[src/rtl/nn_pkg.sv]
// Shared constants, FSM encodings and the saturating accumulate step for the neuron MAC sequencer.
// Combinational helpers only; no latency and no flow control live here.
package nn_pkg;

  localparam int MUL_LAT   = 8;
  localparam int OP_W      = 8;
  localparam int PROD_W    = 16;
  localparam int ACC_MAX_W = 32;
  localparam int SUM_W     = ACC_MAX_W + 2;

  localparam logic [1:0] ST_IDLE  = 2'd0;
  localparam logic [1:0] ST_ISSUE = 2'd1;
  localparam logic [1:0] ST_DRAIN = 2'd2;
  localparam logic [1:0] ST_OUT   = 2'd3;

  typedef struct packed {
    logic                    sat;
    logic signed [SUM_W-1:0] sum;
  } sat_res_t;

  // acc must already be sign-extended from acc_w bits; the result is clamped to the acc_w range.
  function automatic sat_res_t sat_add(input logic signed [ACC_MAX_W-1:0] acc,
                                       input logic signed [PROD_W-1:0]    prod,
                                       input int                          acc_w);
    logic signed [SUM_W-1:0] w_sum;
    logic signed [SUM_W-1:0] w_max;
    logic signed [SUM_W-1:0] w_min;
    sat_res_t                res;
    w_sum   = SUM_W'(acc) + SUM_W'(prod);
    w_max   = SUM_W'(1) <<< (acc_w - 1);
    w_max   = w_max - SUM_W'(1);
    w_min   = -w_max - SUM_W'(1);
    res.sat = 1'b0;
    res.sum = w_sum;
    if (w_sum > w_max) begin
      res.sat = 1'b1;
      res.sum = w_max;
    end else if (w_sum < w_min) begin
      res.sat = 1'b1;
      res.sum = w_min;
    end
    return res;
  endfunction

endpackage

[src/rtl/mac_tag_pipe.sv]
// Valid-only shift register that tracks which multiplier outputs belong to issued reads.
// DEPTH cycles from i_vld to o_tail_vld; never stalls.
module mac_tag_pipe #(
  parameter int DEPTH = 9
) (
  input  logic clk,
  input  logic rst_n,
  input  logic i_vld,
  output logic o_tail_vld,
  output logic o_empty
);

  logic [DEPTH-1:0] r_vld;

  always_ff @(posedge clk or negedge rst_n) begin
    if (!rst_n) begin
      r_vld <= '0;
    end else begin
      r_vld <= {r_vld[DEPTH-2:0], i_vld};
    end
  end

  assign o_tail_vld = r_vld[DEPTH-1];
  // Ignores the tail: the pipe is empty once the current edge retires it.
  assign o_empty    = ~|r_vld[DEPTH-2:0];

endmodule

[src/rtl/neuron_mac_sequencer.sv]
// Issues len operand reads into the external multiplier and saturating-accumulates the products.
// Result valid len+MUL_LAT+2 cycles after start; issue never stalls, res_ready only gates leaving OUT.
module neuron_mac_sequencer #(
  parameter int MUL_LAT = nn_pkg::MUL_LAT,
  parameter int ADDR_W  = 6,
  parameter int ACC_W   = 24
) (
  input  logic                      clk,
  input  logic                      reset,
  input  logic                      start,
  input  logic [ADDR_W:0]           len,
  output logic                      busy,
  output logic                      rd_en,
  output logic [ADDR_W-1:0]         rd_addr,
  input  logic [nn_pkg::OP_W-1:0]   rd_weight,
  input  logic [nn_pkg::OP_W-1:0]   rd_input,
  output logic [nn_pkg::OP_W-1:0]   mul_a,
  output logic [nn_pkg::OP_W-1:0]   mul_b,
  input  logic [nn_pkg::PROD_W-1:0] mul_y,
  output logic                      res_valid,
  input  logic                      res_ready,
  output logic [ACC_W-1:0]          res_data,
  output logic                      sat_flag
);
  import nn_pkg::*;

  localparam logic [ADDR_W:0] CNT_ONE = 1;

  logic [1:0]              r_state;
  logic [ADDR_W:0]         r_len;
  logic [ADDR_W:0]         r_cnt;
  logic signed [ACC_W-1:0] r_acc;
  logic                    r_sat;

  logic                    w_tail_vld;
  logic                    w_empty;
  logic                    w_last;
  logic                    w_accept;
  logic [ADDR_W:0]         w_cnt_inc;
  sat_res_t                w_sat;
  logic [SUM_W-ACC_W:0]    w_unused_hi;

  assign w_cnt_inc   = r_cnt + CNT_ONE;
  assign w_last      = (w_cnt_inc == r_len);
  assign w_accept    = (r_state == ST_IDLE) && start;
  assign w_sat       = sat_add(ACC_MAX_W'(r_acc), mul_y, ACC_W);
  assign w_unused_hi = w_sat.sum[SUM_W-1:ACC_W-1];

  always_ff @(posedge clk or negedge reset) begin
    if (!reset) begin
      r_state <= ST_IDLE;
      r_len   <= '0;
      r_cnt   <= '0;
    end else begin
      case (r_state)
        ST_IDLE: begin
          if (start) begin
            r_len   <= len;
            r_cnt   <= '0;
            r_state <= (len == '0) ? ST_OUT : ST_ISSUE;
          end
        end
        ST_ISSUE: begin
          r_cnt <= w_cnt_inc;
          if (w_last) begin
            r_state <= ST_DRAIN;
          end
        end
        ST_DRAIN: begin
          if (w_empty) begin
            r_state <= ST_OUT;
          end
        end
        ST_OUT: begin
          if (res_ready) begin
            r_state <= ST_IDLE;
          end
        end
        default: r_state <= ST_IDLE;
      endcase
    end
  end

  // Only tagged products are summed; the multiplier pipe itself is never reset.
  always_ff @(posedge clk or negedge reset) begin
    if (!reset) begin
      r_acc <= '0;
      r_sat <= 1'b0;
    end else if (w_accept) begin
      r_acc <= '0;
      r_sat <= 1'b0;
    end else if (w_tail_vld) begin
      r_acc <= w_sat.sum[ACC_W-1:0];
      if (w_sat.sat) begin
        r_sat <= 1'b1;
      end
    end
  end

  mac_tag_pipe #(
    .DEPTH(MUL_LAT + 1)
  ) u_tag_pipe (
    .clk       (clk),
    .rst_n     (reset),
    .i_vld     (rd_en),
    .o_tail_vld(w_tail_vld),
    .o_empty   (w_empty)
  );

  assign busy      = (r_state != ST_IDLE);
  assign rd_en     = (r_state == ST_ISSUE);
  assign rd_addr   = rd_en ? r_cnt[ADDR_W-1:0] : '0;
  assign mul_a     = busy ? rd_weight : '0;
  assign mul_b     = busy ? rd_input : '0;
  assign res_valid = (r_state == ST_OUT);
  assign res_data  = r_acc;
  assign sat_flag  = r_sat;

endmodule
[config.mk]
export PLATFORM = sky130hd
export DESIGN_NAME = neuron_mac_sequencer
export DESIGN_NICKNAME = d
export VERILOG_FILES = /design/src/rtl/nn_pkg.sv /design/src/rtl/mac_tag_pipe.sv /design/src/rtl/neuron_mac_sequencer.sv
export SDC_FILE = /design/constraint.sdc
export NUM_CORES = 1
export LEC_CHECK = 0
export BUFFER_PORTS_ARGS = -buffer_cell sky130_fd_sc_hd__buf_2
export CORE_UTILIZATION = 42
export DETAILED_ROUTE_END_ITERATION = 8
export PLACE_DENSITY = 0.65
export SYNTH_ARGS = -nofsm -noshare
export SYNTH_HDL_FRONTEND = slang
export SYNTH_SLANG_ARGS = --single-unit
[constraint.sdc]
create_clock -name clk -period 2.9 [get_ports clk]
set_input_delay 0.58 -clock clk [delete_from_list [all_inputs] [get_ports clk]]
set_output_delay 0.58 -clock clk [all_outputs]
set_load 0.02 [all_outputs]
After elaboration in Yosys (flattened, before gate mapping)
Cells that the tools add are included.
{ "totals": {"inputBits": 43, "reg_bits": 50, "elab_cells": 48} }
{ "op_classes": {"eq_ne": 8, "add_sub_neg": 2, "n_mux": 18, "order_cmp": 2, "reduce_logical": 12} }
{ "ops": {"columns": ["op", "count"], "rows": [
  ["two-way mux 35 bit", 2],
  ["two-way mux 24 bit", 2],
  ["adder 24 x 16 -> 25 bit", 1],
  ["> comparator 25 x 24 -> 1 bit, second input constant", 1],
  ["< comparator 25 x 24 -> 1 bit, second input constant", 1],
  ["two-way mux 8 bit", 2],
  ["case mux 7 bit (2 select lines)", 1],
  ["two-way mux 2 bit", 5],
  ["case mux 2 bit (4 select lines)", 1],
  ["nonzero test 2 bit", 4],
  ["OR reduction 8 bit", 1],
  ["adder 7 x 1 -> 7 bit, second input constant", 1],
  ["== test 7 bit", 1],
  ["logical NOT 7 bit", 1],
  ["two-way mux 7 bit", 1],
  ["two-way mux 6 bit", 1],
  ["AND reduction 2 bit", 3],
  ["== test 2 bit, second input constant", 2],
  ["!= test 2 x 1 -> 1 bit, second input constant", 2],
  ["!= test 2 bit, second input constant", 2],
  ["AND reduction 4 bit", 1],
  ["two-way mux 1 bit", 3],
  ["== test 2 x 1 -> 1 bit, second input constant", 1],
  ["logical NOT 2 bit", 1],
  ["logical AND 1 bit", 1]
]} }

Depth between registers and ports, before layout
Gate-level depths: netlist of run 1.
{ "logic_depth": {"word_depth": 7, "depth_mapped": 11, "mapped_depth_nobuf": 10} }

Cells and area by module
From an unflattened synthesis of run 1, not the netlist that was laid out.
{ "unflattened": {"cells_unflattened": 437, "area_unflattened_um2": 3856.2} }
{ "by_module_without_submodules": {"columns": ["module", "area_per_inst_um2", "n_inst", "cells_each", "seq_area_each_um2"], "rows": [
  ["neuron_mac_sequencer", 3612.2, 1, 425, 1026.0],
  ["mac_tag_pipe", 244.0, 1, 12, 225.2]
]} }

Worst setup path before layout of run 1
No wires, ideal clock.
{ "synth_path": {"path_kind": "in2reg", "startpoint": "in mul_y[0] (netlist bit)", "endpoint": "reg r_acc[13] (netlist: res_data[13])", "n_path_buf": 1, "stages": 11, "arrival_ns": 2.748, "required_ns": 2.834, "setup_slack_ns": 0.086, "setup_ns": 0.066, "path_cell_list": "ha_1 -> inv_1 -> fa_1 -> nand2b_1 -> a21o_1 -> a21o_1 -> o211ai_1 -> a21oi_2 -> nor4_4 -> buf_6 -> a221o_1"} }
{ "synth_between": {"elab_chain_len": 6, "elab_cells_between_ends": 7, "cone_classes": "add/sub (1); order compare (2); mux (4)"} }
{ "synth_lines": {"columns": ["element", "line_no", "rtl"], "rows": [
  ["start, declared", "neuron_mac_sequencer.sv:19", "input logic [nn_pkg::PROD_W-1:0] mul_y,"],
  ["adder 24 x 16 -> 25 bit *", "nn_pkg.sv:29", "w_sum = SUM_W'(acc) + SUM_W'(prod);"],
  ["< comparator 25 x 24 -> 1 bit", "nn_pkg.sv:38", "end else if (w_sum < w_min) begin"],
  ["two-way mux 35 bit", "nn_pkg.sv:38", null],
  ["two-way mux 35 bit *", "nn_pkg.sv:35", "if (w_sum > w_max) begin"],
  ["two-way mux 24 bit *", "neuron_mac_sequencer.sv:92", "end else if (w_tail_vld) begin"],
  ["two-way mux 24 bit *", "neuron_mac_sequencer.sv:89", "end else if (w_accept) begin"],
  ["end signal, assigned", "neuron_mac_sequencer.sv:93", "r_acc <= w_sat.sum[ACC_W-1:0];"],
  ["end, declared", "neuron_mac_sequencer.sv:32", "logic signed [ACC_W-1:0] r_acc;"]
]} }
Mark *: on every way between the ends. The rest lies on a longest branch, timed or not. The select of a mux whose other input is x is not followed.
A chain may end at the register's enable or synchronous reset.

Worst setup path after layout of run 1
{ "layout_path": {"startpoint": "in mul_y[15] (netlist bit)", "endpoint": "reg r_acc[16] (netlist: res_data[16])"} }
Same word-level chain as after synthesis.

==> results of run 1 <==
==> state kept, by name (all words and copies together), names as in the netlist <==
| register | cells |
|---|---|
| r_state | 2 |
| u_tag_pipe.r_vld | 9 |
| res_data | 24 |
| sat_flag | 1 |
| r_len | 7 |
| r_cnt | 7 |
==> layer usage <==
| layer | part of all wire [%] | global-route usage (%) | up-vias |
|---|---|---|---|
| li1 | - | - | 1746 |
| met1 | 49 | 29.4 | 1689 |
| met2 | 45 | 33.4 | 115 |
| met3 | 5.1 | 2.96 | 6 |
| met4 | 0.51 | 3.10 | 0 |
| met5 | 0 | 0 | - |
==> power by group <==
group	internal, mW	total (mW)	switching (mW)
clock	0.179	0.455	0.277
combinational	1.71	3.77	2.06
sequential	1.02	1.30	0.278
total	2.91	5.53	2.62
==> stage by stage <==
stage | instance area (µm²) | setup TNS (ps) | hold slack, ps | setup WS [ps]
2_1_floorplan | 3770 | 0 | 284 | 86.2
3_3_place_gp | 4540 | -223 | 360 | -25.9
3_5_place_dp | 4540 | -1490 | 367 | -90.3
4_1_cts | 4630 | 0 | 16.4 | 179
5_1_grt | 4640 | 0 | 20.6 | 44.5
6_report | 4640 | 0 | 24.3 | 237
==> critical path: cells and delay by family <==
| kind | cells | cell delay, ps |
|---|---|---|
| fa+ha+maj | 1 | 340 |
| buf+inv | 2 | 350 |
| simple gates | 1 | 120 |
| compound gates | 6 | 1490 |
==> layout make-up <==
| class | instances | area, µm² |
|---|---|---|
| fillers | 831 | 4080 |
| repair buffers | 126 | 716 |
| flip-flops and latches | 50 | 1250 |
| clock buffers | 5 | 68.8 |
| clock inverters | 3 | 26.3 |
| multi-input cells | 326 | 2390 |
| inverters | 14 | 52.6 |
| well taps | 108 | 135 |
==> final timing paths <==
kind | endpoint | depth (start not counted)
worst max-delay path | res_data[16] | 10
worst min-delay path | res_data[10] | 1
worst max register to register | res_data[22] | 12
worst min register to register | u_tag_pipe.r_vld[1] | 0
max in group asynchronous | r_cnt[6] | 2
min in group clk | u_tag_pipe.r_vld[1] | 0
==> cells by family (layout without fill, tap and decap cells) <==
group	Yosys count	count (layout)	synth area share [%]
AO/OA/AOI/OAI	131	131	26.4
multiplexers	12	12	3.46
XOR/XNOR	24	24	5.58
adder cells (fa/ha/maj)	30	30	10.2
buffers and inverters	27	148	3.26
flip-flops	50	50	33.2
AND/OR/NAND/NOR	129	129	17.9
==> Yosys cell counts, types with 4 or more instances <==
cell type and n:
nand3_1 9, and2_1 12, dfrtp_1 50, ha_1 29, o31ai_1 4, nor2b_1 20
mux2i_1 4, a22o_1 6, nand2_1 35, inv_1 14, a21o_1 9, xnor2_1 12
o21a_1 7, mux2_2 8, nor3_1 8, a221o_2 15, o21ai_0 19, a21boi_0 4
clkbuf_1 6, xor2_1 12, nor2_1 22, nor4_1 4, a21oi_1 23, o211ai_1 8
==> what timing repair did <==
action / 4_1_cts / 5_1_grt
resized for setup: 0 / 1
endpoints found under the setup margin: 0 / 20
buffers inserted: 0 / 1
==> run summary, run 1 <==
CTS tree: yes
RSZ-0062 raised after global routing: no
WL/cell: 15.0 µm
Max transition margin: 56.2%
# clock sinks: 50
Yosys reg bits: 50
crit path max-delay cell type: ha_1
Root Driver: clkbuf_8
crit path max fanout: 11
area fraction of the dominant cell type after synthesis: 33.2%
min Tclk post-route: 2660 ps
hpwl dp: 7500 µm
vias in the first global route: 3468
final hold vios: 0
slowest stage delay, CP: 340 ps
largest cells by area after synthesis: dfrtp_1 (33%), ha_1 (9.6%), a221o_2 (4.5%)
post-synthesis average cell area: 9.35 µm²
critical path type: in -> reg
DR pass1 iterations: 5
synthesized cell area: 3770 µm²
register area share after synthesis: 33.2%
CORE AREA: 8720 µm²
total power: 5.53 mW
H-Tree Depth: 2
Ports: 93
worst r2r src: res_data[0]
Final Setup Violations: 0
vias per std cell: 5.63
MaxCap Viol Count: 0
initial antenna violation count: 0
clock-pin slew on the worst setup and hold paths: 110 ps
Final Non-Filler Cells: 632
worst endpoint data arrival time: 2870 ps
most common flop cell mapped by yosys: dfrtp_1
Max Root-Sink Buffers: 2
Final Skew: 15.3 ps
CP endpoint kind: flip-flop
Starting Density: 43.2%
PortBufs: 92
fmax: 0.375 GHz
crit path from: mul_y[15]
global-route wire length before repair: 16000 µm
period utilization: 91.8%
Cell Pwr Density: 1190 nW/µm²
Critical Path Source Type: primary input
cell taking the most area after synthesis: dfrtp_1
WL final: 9460 µm
leakage dissipation: 2.25 nW
Inserted Diodes: 0
FF-to-FF setup slack: 270 ps
Chip Width: 96.7 µm
Total Die Area: 9350 µm²
pins over their slew limit: 0
synthesized net count: 476
CP Data Required Time: 3110 ps
post-placement cell count: 623
worst hold path type: in -> async
Rows: 34
cts hold-fix bufs: 0
area delta synth->final: 23.3%
Global Route Usage Sum: 20.5%
synth warn: 0
Final GP Congestion: 0.903
share of layout cells above drive strength 1: 32.8%
largest net degree at the start of global routing: 26
final core occ: 53.2%
Die H: 96.7 µm
Clock Latency Late Sink: 320 ps
Slew @ Worst Pin: 658 ps
fraction of registers with async set or reset after synthesis: 100%
post-synthesis cell count: 403
EDFF count, synth: 0
CTS Buf Count: 5
commonest non-fill, non-tap cell in the layout: buf_2
Peak VDD IR: 0.000417 V
Overflow after GRT: 0
NumNets Final: 596
most frequent cells in the layout: buf_2 (92), dfrtp_1 (50), nand2_1 (35)
Vias: 3556
ANT nets after route: 0
outcome: complete, no violations
DRC: 0
first-iteration detailed-routing DRC count: 115
worst path cell trace: buf_2 > ha_1 > a21oi_1 > o21ai_0 > a221oi_2 > a21boi_2 > nand3_1 > o211a_1 > buf_4 > a221o_2
distinct cell type count after synthesis: 67
Note: power is estimated with default switching activity, not from simulation.
==> inputs of run 2 (changes only) <==
--- a/config.mk
+++ b/config.mk
@@ -5,10 +5,9 @@
 export SDC_FILE = /design/constraint.sdc
 export NUM_CORES = 1
 export LEC_CHECK = 0
-export BUFFER_PORTS_ARGS = -buffer_cell sky130_fd_sc_hd__buf_2
 export CORE_UTILIZATION = 42
 export DETAILED_ROUTE_END_ITERATION = 8
-export PLACE_DENSITY = 0.65
+export DONT_BUFFER_PORTS = 1
 export SYNTH_ARGS = -nofsm -noshare
 export SYNTH_HDL_FRONTEND = slang
 export SYNTH_SLANG_ARGS = --single-unit
==> run 2 against run 1 <==
Effect of this change: global-route usage down 0.50 points; die area unchanged; count of clock-buffer cells in the layout unchanged.
==> run summary, run 2 (synthesis gave the netlist of run 1 again) <==
outcome: complete, no violations
Critical Path Source Type: flip-flop
pre-CTS WS: -43.3 ps (+47.0 ps)
NumNets Final: 487 (-18%)
fmax: 0.361 GHz (-3.7%)
vias per std cell: 5.95 (+5.8%)
pins over their slew limit: 0 (unchanged)
Cell Pwr Density: 1260 nW/µm² (+6.2%)
postcts setup bufs: 0 (unchanged)
# clock sinks: 50 (unchanged)
CORE AREA: 8720 µm² (unchanged)
Rows: 34 (unchanged)
Final Setup Violations: 0 (unchanged)
leakage dissipation: 1.80 nW (-20%)
vias in the first global route: 3108 (-10%)
Filler Cells Inserted: 831 (unchanged)
WL/cell: 17.5 µm (+17%)
CTS tree: yes
first-iteration detailed-routing DRC count: 159 (+38%)
Inserted Diodes: 0 (unchanged)
Overflow after GRT: 0 (unchanged)
DRC: 0 (unchanged)
RSZ-0062 raised after global routing: no
hpwl dp: 7040 µm (-6.1%)
final hold vios: 0 (unchanged)
commonest non-fill, non-tap cell in the layout: dfrtp_1
max reg flops: 24 (unchanged)
Max transition margin: 57.1% (+0.94 points)
FF-to-FF setup slack: 130 ps (-140 ps)
Chip Width: 96.7 µm (unchanged)
Ports: 93 (unchanged)
crit path max fanout: 8 (-3)
DR pass1 iterations: 4 (-1)
Vias: 3114 (-12%)
Starting Density: 43.2% (unchanged)
WL final: 9130 µm (-3.5%)
final setup margin: 133 ps (-103 ps)
Total Die Area: 9350 µm² (unchanged)
multi-input logic area: 2400 µm² (+0.47%)
ANT nets after route: 0 (unchanged)
share of layout cells above drive strength 1: 15.7% (-17 points)
CTS Buf Count: 5 (unchanged)
final core occ: 47.1% (-6.1 points)
R2R Path End: res_data[18]
Peak VDD IR: 0.000489 V (+17%)
Clock Latency Late Sink: 320 ps (about the same)
worst hold path type: in -> async
initial antenna violation count: 0 (unchanged)
worst endpoint data arrival time: 2970 ps (+100 ps)
Setup TNS Final: 0 ps (unchanged)
Die H: 96.7 µm (unchanged)
area delta synth->final: 9.04%
Final GP Congestion: 0.831 (-8.0%)
CP Data Required Time: 3100 ps (about the same)
MaxCap Viol Count: 0 (unchanged)
worst r2r src: res_data[19]
PortBufs: 0 (-100%)
global-route wire length before repair: 15300 µm (-4.6%)
CP endpoint kind: flip-flop
H-Tree Depth: 2 (unchanged)
clock-pin slew on the worst setup and hold paths: 110 ps (about the same)
Max Root-Sink Buffers: 2 (unchanged)
Global Route Usage Sum: 20.0% (-0.50 points)
Root Driver: clkbuf_8
Slew @ Worst Pin: 644 ps (-14.1 ps)
most frequent cells in the layout: dfrtp_1 (50), nand2_1 (35), ha_1 (29)
fin area: 4110 µm² (-12%)
dpl cell area: 3960 µm² (-13%)
period utilization: 95.4% (+3.6 points)
FF+latch area: 1250 µm² (unchanged)
largest net degree at the start of global routing: 51 (+96%)
Final Skew: 15.1 ps (-0.226 ps)
min Tclk post-route: 2770 ps (+103 ps)
critical path type: reg -> reg
Worst R2R Path Depth: 9 (-3)
[run 2: cell types whose count changed in the layout (fill, tap and decap cells not counted), sizes merged]
| cell | change |
|---|---|
| buf | -109 |
| bufinv | +1 |
| inv | -1 |
[run 2: repair_timing]
action	in CTS	in global routing
setup endpoints to repair	0	1
hold buffers	1	0
hold endpoints to repair	50	0
gates resized for setup	0	1
[run 2: layout make-up]
type                    instances  area share, %
clock inverters                 3           1.16
flip-flops and latches         50           30.5
multi-input cells             326           58.5
clock buffers                   5           1.68
well taps                     108           3.29
inverters                      14           1.28
repair buffers                 17           3.60
[run 2: how the worst max path moves through the flow]
| stage | startpoint | to | slack, ps | cells after the start |
|---|---|---|---|---|
| floorplan | mul_y[0] | res_data[13] | 90 | 11 |
| global placement | mul_y[0] | res_data[21] | -30 | 10 |
| detailed placement | mul_y[0] | res_data[21] | -40 | 10 |
| CTS | res_data[0] | res_data[21] | 150 | 10 |
| global route | res_data[4] | res_data[19] | 3 | 8 |
| finish | res_data[19] | res_data[18] | 130 | 9 |
[run 2: metal layers]
layer | part of all wire, % | GRT usage, % | up-vias
li1 | - | - | 1537
met1 | 46 | 25.9 | 1471
met2 | 46 | 32.5 | 97
met3 | 6.6 | 6.36 | 9
met4 | 0.88 | 4.71 | 0
met5 | 0 | 0 | -
[run 2: critical path: stages, from the launching register on]
cell and delay [ps]:
dfrtp_1 480, ha_1 420, a21oi_1 230, o21ai_0 160, a41oi_1 360, nor2_1 100
a21oi_2 310, nor4_4 90, buf_4 190, a311o_2 310
[run 2: per-stage QoR]
stage	instances	hold slack (ps)	power (mW)
floorplan	403	284	3.93
global placement	514	286	4.60
detailed placement	514	286	4.64
CTS	523	109	5.21
global route	523	114	5.64
finish	523	113	5.19
[run 2: power by group]
group | internal [mW] | switching (mW)
Sequential | 1.02 | 0.456
Clock | 0.262 | 0.262
Combinational | 1.40 | 1.79
Total | 2.68 | 2.51
